--- src/rtl/voice_sched_pkg.sv ---
// Shared types and helpers for the voice scheduler.
// Consumed by voice_scheduler, voice_slot_pick and voice_scheduler_if.
package voice_sched_pkg;
  localparam int NOTE_W       = 4;
  localparam int AGE_W        = 4;
  localparam int NUM_VOICES_C = 4;

  typedef logic [NOTE_W-1:0] note_t;

  typedef enum logic [1:0] {
    IDLE,
    SCAN,
    COMMIT,
    WAIT_RDY
  } state_e;

  function automatic logic [2:0] popcount4(input logic [3:0] v);
    return 3'(v[0]) + 3'(v[1]) + 3'(v[2]) + 3'(v[3]);
  endfunction
endpackage

--- src/rtl/voice_scheduler_if.sv ---
// Keypad/datapath-facing bundle of the voice scheduler.
// master = keypad/combiner side, slave = scheduler.
interface voice_scheduler_if #(
  parameter int NUM_KEYS = 13
);
  import voice_sched_pkg::*;

  logic [NUM_KEYS-1:0]            keys;
  logic                           sample_tick;
  logic                           comb_ready;
  logic [NOTE_W*NUM_VOICES_C-1:0] voice_note;
  logic [NUM_VOICES_C-1:0]        voice_valid;
  logic [2:0]                     num_signals;
  logic                           sample_go;
  logic                           overrun;
  logic                           busy;

  modport master (
    output keys, sample_tick, comb_ready,
    input  voice_note, voice_valid, num_signals,
    input  sample_go, overrun, busy
  );

  modport slave (
    input  keys, sample_tick, comb_ready,
    output voice_note, voice_valid, num_signals,
    output sample_go, overrun, busy
  );
endinterface

--- src/rtl/voice_scheduler_slot_pick.sv ---
// Combinational slot selector: lowest free slot, or (VOICE_SCHED_STEAL_EN)
// the oldest valid slot when none is free.
module voice_slot_pick
  import voice_sched_pkg::*;
(
  input  logic [NUM_VOICES_C-1:0]       valid_i,
  input  logic [AGE_W*NUM_VOICES_C-1:0] ages_i,
  input  logic [NUM_VOICES_C-1:0]       match_i,
  output logic [NUM_VOICES_C-1:0]       pick_o,
  output logic                          found_o
);
  localparam int SEL_W = $clog2(NUM_VOICES_C);

  logic [NUM_VOICES_C-1:0] free_oh;

  always_comb begin
    free_oh = '0;
    for (int v = NUM_VOICES_C-1; v >= 0; v--) begin
      if (!valid_i[v]) begin
        free_oh    = '0;
        free_oh[v] = 1'b1;
      end
    end
  end

`ifdef VOICE_SCHED_STEAL_EN
  logic [AGE_W-1:0]        age [NUM_VOICES_C];
  logic [SEL_W-1:0]        best;
  logic [NUM_VOICES_C-1:0] old_oh;

  always_comb begin
    for (int v = 0; v < NUM_VOICES_C; v++)
      age[v] = ages_i[v*AGE_W +: AGE_W];
  end

  // Scan downward with >= so ties resolve to the lowest slot
  always_comb begin
    best = SEL_W'(NUM_VOICES_C-1);
    for (int v = NUM_VOICES_C-2; v >= 0; v--) begin
      if (age[v] >= age[best])
        best = SEL_W'(v);
    end
    old_oh       = '0;
    old_oh[best] = 1'b1;
  end

  assign pick_o  = (|free_oh) ? free_oh : old_oh;
  assign found_o = ~|match_i;
`else
  logic unused_ages;
  assign unused_ages = ^ages_i;

  assign pick_o  = free_oh;
  assign found_o = ~|match_i & |free_oh;
`endif
endmodule

--- src/rtl/voice_scheduler.sv ---
// Key-to-voice allocator and per-tick sample sequencer.
// Optional voice stealing by age: define VOICE_SCHED_STEAL_EN.
module voice_scheduler
  import voice_sched_pkg::*;
#(
  parameter int NUM_KEYS    = 13,
  parameter int NUM_VOICES  = 4,
  parameter int RDY_TIMEOUT = 15
) (
  input  logic             clk,
  input  logic             n_rst,
  voice_scheduler_if.slave bus
);
  localparam int    NW    = NOTE_W*NUM_VOICES;
  localparam int    AW    = AGE_W*NUM_VOICES;
  localparam int    CNT_W = $clog2(RDY_TIMEOUT+1);
  localparam note_t LAST  = note_t'(NUM_KEYS-1);

  state_e                  state_q, state_d;
  logic [NUM_KEYS-1:0]     snap_q, snap_d;
  note_t                   idx_q, idx_d;
  logic [NW-1:0]           sh_note_q, sh_note_d;
  logic [NUM_VOICES-1:0]   sh_valid_q, sh_valid_d;
  logic [NW-1:0]           note_q, note_d;
  logic [NUM_VOICES-1:0]   valid_q, valid_d;
  logic [2:0]              num_q, num_d;
  logic                    go_q, go_d;
  logic                    ovr_q, ovr_d;
  logic [CNT_W-1:0]        cnt_q, cnt_d;
  logic [AW-1:0]           ages;

  logic                    key_on;
  logic [NUM_VOICES-1:0]   rel, match, keep, pick;
  logic                    found, alloc;

  assign key_on = snap_q[idx_q];

  always_comb begin
    rel   = '0;
    match = '0;
    for (int v = 0; v < NUM_VOICES; v++) begin
      if (sh_valid_q[v] && sh_note_q[v*NOTE_W +: NOTE_W] == idx_q) begin
        rel[v]   = !key_on;
        match[v] = key_on;
      end
    end
  end

  assign keep  = sh_valid_q & ~rel;
  assign alloc = key_on & found;

  voice_slot_pick u_pick (
    .valid_i (keep),
    .ages_i  (ages),
    .match_i (match),
    .pick_o  (pick),
    .found_o (found)
  );

`ifdef VOICE_SCHED_STEAL_EN
  logic [AW-1:0] age_q, age_d;
  assign ages = age_q;

  always_comb begin
    age_d = age_q;
    if (state_q == SCAN && alloc) begin
      for (int v = 0; v < NUM_VOICES; v++)
        if (pick[v]) age_d[v*AGE_W +: AGE_W] = '0;
    end else if (state_q == COMMIT) begin
      for (int v = 0; v < NUM_VOICES; v++)
        if (sh_valid_q[v] && age_q[v*AGE_W +: AGE_W] != '1)
          age_d[v*AGE_W +: AGE_W] = age_q[v*AGE_W +: AGE_W] + AGE_W'(1);
    end
  end

  always_ff @(posedge clk or negedge n_rst) begin
    if (!n_rst) age_q <= '0;
    else        age_q <= age_d;
  end
`else
  assign ages = '0;
`endif

  always_comb begin
    state_d    = state_q;
    snap_d     = snap_q;
    idx_d      = idx_q;
    sh_note_d  = sh_note_q;
    sh_valid_d = sh_valid_q;
    note_d     = note_q;
    valid_d    = valid_q;
    num_d      = num_q;
    go_d       = 1'b0;
    ovr_d      = ovr_q;
    cnt_d      = cnt_q;
    if (bus.sample_tick && state_q != IDLE)
      ovr_d = 1'b1;
    unique case (state_q)
      IDLE: begin
        if (bus.sample_tick) begin
          snap_d  = bus.keys;
          idx_d   = '0;
          state_d = SCAN;
        end
      end
      SCAN: begin
        sh_valid_d = keep | (alloc ? pick : '0);
        for (int v = 0; v < NUM_VOICES; v++) begin
          if (rel[v])
            sh_note_d[v*NOTE_W +: NOTE_W] = '0;
          if (alloc && pick[v])
            sh_note_d[v*NOTE_W +: NOTE_W] = idx_q;
        end
        // Outputs load on entry to COMMIT and hold for the whole cycle
        if (idx_q == LAST) begin
          note_d  = sh_note_d;
          valid_d = sh_valid_d;
          num_d   = popcount4(sh_valid_d);
          go_d    = 1'b1;
          cnt_d   = '0;
          state_d = COMMIT;
        end else begin
          idx_d = idx_q + note_t'(1);
        end
      end
      COMMIT: state_d = WAIT_RDY;
      WAIT_RDY: begin
        if (bus.comb_ready) begin
          state_d = IDLE;
        end else if (cnt_q == CNT_W'(RDY_TIMEOUT-1)) begin
          ovr_d   = 1'b1;
          state_d = IDLE;
        end else begin
          cnt_d = cnt_q + CNT_W'(1);
        end
      end
      default: state_d = IDLE;
    endcase
  end

  always_ff @(posedge clk or negedge n_rst) begin
    if (!n_rst) begin
      state_q    <= IDLE;
      snap_q     <= '0;
      idx_q      <= '0;
      sh_note_q  <= '0;
      sh_valid_q <= '0;
      note_q     <= '0;
      valid_q    <= '0;
      num_q      <= '0;
      go_q       <= 1'b0;
      ovr_q      <= 1'b0;
      cnt_q      <= '0;
    end else begin
      state_q    <= state_d;
      snap_q     <= snap_d;
      idx_q      <= idx_d;
      sh_note_q  <= sh_note_d;
      sh_valid_q <= sh_valid_d;
      note_q     <= note_d;
      valid_q    <= valid_d;
      num_q      <= num_d;
      go_q       <= go_d;
      ovr_q      <= ovr_d;
      cnt_q      <= cnt_d;
    end
  end

  assign bus.voice_note  = note_q;
  assign bus.voice_valid = valid_q;
  assign bus.num_signals = num_q;
  assign bus.sample_go   = go_q;
  assign bus.overrun     = ovr_q;
  assign bus.busy        = (state_q != IDLE);

`ifndef SYNTHESIS
  always_ff @(posedge clk) begin
    if (n_rst) begin
      for (int i = 0; i < NUM_VOICES; i++)
        for (int j = i+1; j < NUM_VOICES; j++)
          assert (!(sh_valid_q[i] && sh_valid_q[j] &&
                    sh_note_q[i*NOTE_W +: NOTE_W] ==
                    sh_note_q[j*NOTE_W +: NOTE_W]))
          else $error("voice_scheduler: duplicate note in slots %0d/%0d", i, j);
    end
  end
`endif
endmodule

--- src/flat_wrapper.sv ---
// flat-port wrapper written by rule: the top's interface ports become plain ports
module voice_scheduler_flat import voice_sched_pkg::*;
#(
  parameter int NUM_KEYS    = 13,
  parameter int NUM_VOICES  = 4,
  parameter int RDY_TIMEOUT = 15
)
  (clk, n_rst, bus_keys, bus_sample_tick, bus_comb_ready, bus_voice_note, bus_voice_valid, bus_num_signals, bus_sample_go, bus_overrun, bus_busy);
  voice_scheduler_if #(.NUM_KEYS(NUM_KEYS)) bus_i ();
  input  logic clk;
  input  logic n_rst;
  input wire logic [$bits(bus_i.keys)-1:0] bus_keys;
  input wire logic [$bits(bus_i.sample_tick)-1:0] bus_sample_tick;
  input wire logic [$bits(bus_i.comb_ready)-1:0] bus_comb_ready;
  output wire logic [$bits(bus_i.voice_note)-1:0] bus_voice_note;
  output wire logic [$bits(bus_i.voice_valid)-1:0] bus_voice_valid;
  output wire logic [$bits(bus_i.num_signals)-1:0] bus_num_signals;
  output wire logic [$bits(bus_i.sample_go)-1:0] bus_sample_go;
  output wire logic [$bits(bus_i.overrun)-1:0] bus_overrun;
  output wire logic [$bits(bus_i.busy)-1:0] bus_busy;
  assign bus_i.keys = bus_keys;
  assign bus_i.sample_tick = bus_sample_tick;
  assign bus_i.comb_ready = bus_comb_ready;
  assign bus_voice_note = bus_i.voice_note;
  assign bus_voice_valid = bus_i.voice_valid;
  assign bus_num_signals = bus_i.num_signals;
  assign bus_sample_go = bus_i.sample_go;
  assign bus_overrun = bus_i.overrun;
  assign bus_busy = bus_i.busy;
  voice_scheduler #(.NUM_KEYS(NUM_KEYS), .NUM_VOICES(NUM_VOICES), .RDY_TIMEOUT(RDY_TIMEOUT)) u_core (.clk(clk), .n_rst(n_rst), .bus(bus_i));
endmodule
--- config.mk ---
export PLATFORM = sky130hd
export DESIGN_NAME = voice_scheduler_flat
export DESIGN_NICKNAME = d
export VERILOG_FILES = /design/src/rtl/voice_sched_pkg.sv /design/src/rtl/voice_scheduler_if.sv /design/src/rtl/voice_scheduler_slot_pick.sv /design/src/rtl/voice_scheduler.sv /design/src/flat_wrapper.sv
export SDC_FILE = /design/constraint.sdc
export NUM_CORES = 1
export LEC_CHECK = 0
export ABC_AREA = 1
export CORE_AREA = 10 10 86 125
export CTS_CLUSTER_SIZE = 25
export DETAILED_ROUTE_END_ITERATION = 10
export DIE_AREA = 0 0 96 135
export PLACE_DENSITY = 0.68
export SLEW_MARGIN = 20
export SYNTH_ARGS = -nofsm -noshare
export SYNTH_HDL_FRONTEND = slang
export SYNTH_SLANG_ARGS = --single-unit
export TNS_END_PERCENT = 5
--- constraint.sdc ---
create_clock -name clk -period 2.7 [get_ports clk]
set_input_delay 0.54 -clock clk [delete_from_list [all_inputs] [get_ports clk]]
set_output_delay 0.54 -clock clk [all_outputs]
set_load 0.005 [all_outputs]
==> results.py <==
metrics = {
    "run_status": {
        "status": "finished, final reports clean",
    },
    "global_routing": {
        "antenna_found_initial": 0,
        "grt_pass1_vias": 3294,
        "grt_pass1_wl_um": 15320,
        "overflow": 0,
        "grt_max_degree": 28,
        "track_usage_pct": 15.01,
    },
    "timing": {
        "finClkSkew_ns": 0.005029,
        "whs_ns": 0.1923,
        "final.period_utilization_pct": 96.85,
        "finalHoldViolCount": 0,
        "fmax_mhz": 382.4,
        "setup_tns_ns": 0,
        "tightest_slew_ns": 0.7363,
        "drv_slew": 0,
        "setup_violations": 0,
        "post-route-min-period_ns": 2.615,
        "slew_headroom_pct": 50.86,
    },
    "clocking": {
        "clkTransAtPathRegs_ns": 0.05,
        "tritoncts": "yes",
        "clk_latency_ns": 0.34,
        "clkSinkCount": 68,
        "cts_max_path_buffers": 2,
        "cts_hold_buf": 0,
        "h-tree-depth": 3,
        "numCtsBuffers": 9,
        "cts-root-buf": "clkbuf_16",
    },
    "setup_path": {
        "worstSetupPathType": "reg -> reg",
        "r2r_start": "u_core.idx_q[0]",
        "arrival_ns": 2.83,
        "timing.rr.end": "u_core.bus.num_signals[1]",
        "critPathMaxFanout": 5,
        "rrSetupSlack_ns": 0.09,
        "cp-end-kind": "register",
        "ff2ff_path_depth": 15,
        "worst_ep_required_time_ns": 2.92,
        "crit_path_start_kind": "register",
    },
    "layout": {
        "finalNetCount": 572,
        "area_growth_pct": 28.20,
        "final_util_pct": 57.20,
        "nFillCells": 811,
        "antennaDiodeCount": 0,
        "drive_gt1_share_pct": 16.97,
    },
    "drt": {
        "via_per_inst": 4.916,
        "drc": 0,
        "routed_wirelength_um": 9168,
        "ant_nets": 0,
        "via_count": 3220,
        "firstDrtPassIters": 4,
        "wl_per_cell_um": 14.00,
        "drt_iter0_markers": 154,
    },
    "placement": {
        "globalplace.congestion": 0.8948,
        "port_buffers": 42,
        "dp_hpwl_um": 6952,
    },
    "floorplan": {
        "start_util_pct": 44.62,
        "num_rows": 41,
        "core_sq_um": 8413,
        "dieWidth_um": 96,
        "die-area_sq_um": 12960,
        "die_h_um": 135,
        "pin_count": 43,
    },
    "logic_synthesis": {
        "synth.avg_cell_area_sq_um": 7.936,
        "yosys.cell_types.count": 40,
        "synth_warnings": 0,
        "seq_area_frac_synth_pct": 45.33,
        "synth_area_sq_um": 3754,
        "synth-seq-cells": 68,
        "syn-num-nets": 501,
        "synthCells": 473,
    },
    "power": {
        "p_leak_nw": 2.438,
        "power.density_nw_per_um2": 1100,
        "irDropWorstVdd_mv": 0.5838,
    },
    "job": {
        "maxCapViolCount": 0,
    },
    "min_path": {
        "hold_class": "in -> async",
    },
}
-- cells by family after synthesis --
| family | Yosys count | share of synthesized area [%] |
|---|---|---|
| simple gates | 260 | 31.60 |
| flops | 68 | 45.33 |
| xor+xnor | 6 | 1.400 |
| fa+ha+maj | 11 | 3.867 |
| buf+inv | 66 | 8.266 |
| compound gates | 59 | 8.634 |
| mux | 3 | 0.8999 |
-- state kept, by name, indices dropped and copies added (netlist names) --
name                    cells
u_core.bus.num_signals      3
u_core.sh_note_q           16
u_core.state_q              2
u_core.bus.overrun          1
u_core.idx_q                4
u_core.sh_valid_q           4
u_core.bus.sample_go        1
u_core.bus.voice_note      16
u_core.snap_q              13
u_core.cnt_q                4
u_core.bus.voice_valid      4
-- layer usage --
layer / global-route usage, % / up-vias / part of all wire (%)
met5: 0 / - / 0
met4: 6.579 / 0 / 1.7
met3: 4.051 / 10 / 5.1
met2: 26.26 / 65 / 53
met1: 16.18 / 1504 / 40
li1: - / 1641 / -
-- worst max-delay path: stages (launching register included) --
cell      delay (ns)
dfrtp_2         0.40
buf_4           0.16
or2_1           0.20
nand3_1         0.06
nand3_1         0.11
nand3_4         0.14
nand2_2         0.08
nand2_4         0.09
clkinv_1        0.12
nand3_4         0.09
nand2_2         0.08
ha_4            0.24
fa_2            0.33
ha_1            0.27
nand2_1         0.07
nand2_1         0.05
-- synth_stat cells (all sizes together) --
| master | count | share of area [%] |
|---|---|---|
| xnor2 | 4 | 0.93 |
| a31oi | 3 | 0.50 |
| nor3 | 2 | 0.57 |
| nand3b | 1 | 0.20 |
| o211ai | 1 | 0.20 |
| clkbuf | 7 | 0.70 |
| nand4 | 4 | 0.67 |
| or2 | 3 | 0.50 |
| o22ai | 2 | 0.33 |
| dfrtp | 68 | 45 |
| fa | 1 | 0.53 |
| mux2 | 3 | 0.90 |
| ha | 10 | 3.3 |
| a21oi | 23 | 3.4 |
| nand2 | 178 | 19 |
| clkinv | 1 | 0.10 |
| inv | 47 | 5.0 |
| xor2 | 2 | 0.47 |
| buf | 11 | 2.4 |
| nor2 | 35 | 4.5 |
| nand3 | 37 | 6.2 |
| o31ai | 1 | 0.20 |
| o21ai | 28 | 3.8 |
| a211oi | 1 | 0.20 |
-- placed cells by master (no fill, tap or decap), drive strengths merged, types with 10 or more instances in the layout --
cell,Yosys,routed
dfrtp,68,68
buf,11,37
nand2,178,178
clkdlybuf4s50,0,41
o21ai,28,28
nor2,35,35
inv,47,47
clkbuf,7,13
ha,10,10
a21oi,23,23
nand3,37,37
-- power breakdown --
group          internal (W)  leakage (nW)  switching [W]
sequential          0.00131         0.876       0.000219
combinational       0.00111          1.42        0.00152
clock              0.000733         0.140       0.000399
-- timing repair --
action | 4_1_cts | 5_1_grt
endpoints found under the setup margin | 2 | 3
resized for setup | 3 | 12
buffers inserted | 5 | 0
pin swaps | 4 | 7
endpoints found under the hold margin | 0 | 0
cloned | 0 | 0
-- per-stage QoR --
step,std cells,worst slack [ns],total power (W),area [sq um]
2_1_floorplan,473,0.02660,0.003181,3754
3_3_place_gp,635,0.02717,0.003902,4418
3_5_place_dp,635,-0.1032,0.003981,4418
4_1_cts,655,0.01381,0.005213,4756
5_1_grt,655,-0.004209,0.005708,4812
6_report,655,0.08500,0.005293,4812
-- worst max path at each step --
stage / end / startpoint / slack, ns / cells past startpoint
floorplan: u_core.bus.num_signals[1] / u_core.idx_q[0] / 0.03 / 17
detailed placement: u_core.bus.num_signals[1] / u_core.idx_q[0] / -0.10 / 14
CTS: u_core.bus.num_signals[1] / u_core.idx_q[0] / 0.01 / 14
finish: u_core.bus.num_signals[1] / u_core.idx_q[0] / 0.09 / 15
global placement: u_core.bus.num_signals[1] / u_core.idx_q[0] / 0.03 / 14
global route: u_core.bus.num_signals[1] / u_core.idx_q[0] / -0.004 / 16
-- cell type report --
class | count | area, sq um | share of cell area [%]
sequential | 68 | 1703 | 35.39
tap | 107 | 133.9 | 2.782
clock buffer | 13 | 250.2 | 5.200
multi-input combinational | 339 | 1812 | 37.65
inverter | 48 | 195.2 | 4.056
timing repair buffer | 78 | 683.2 | 14.20
clock inverter | 2 | 35.03 | 0.7280
(Power assumes the default switching activity.)
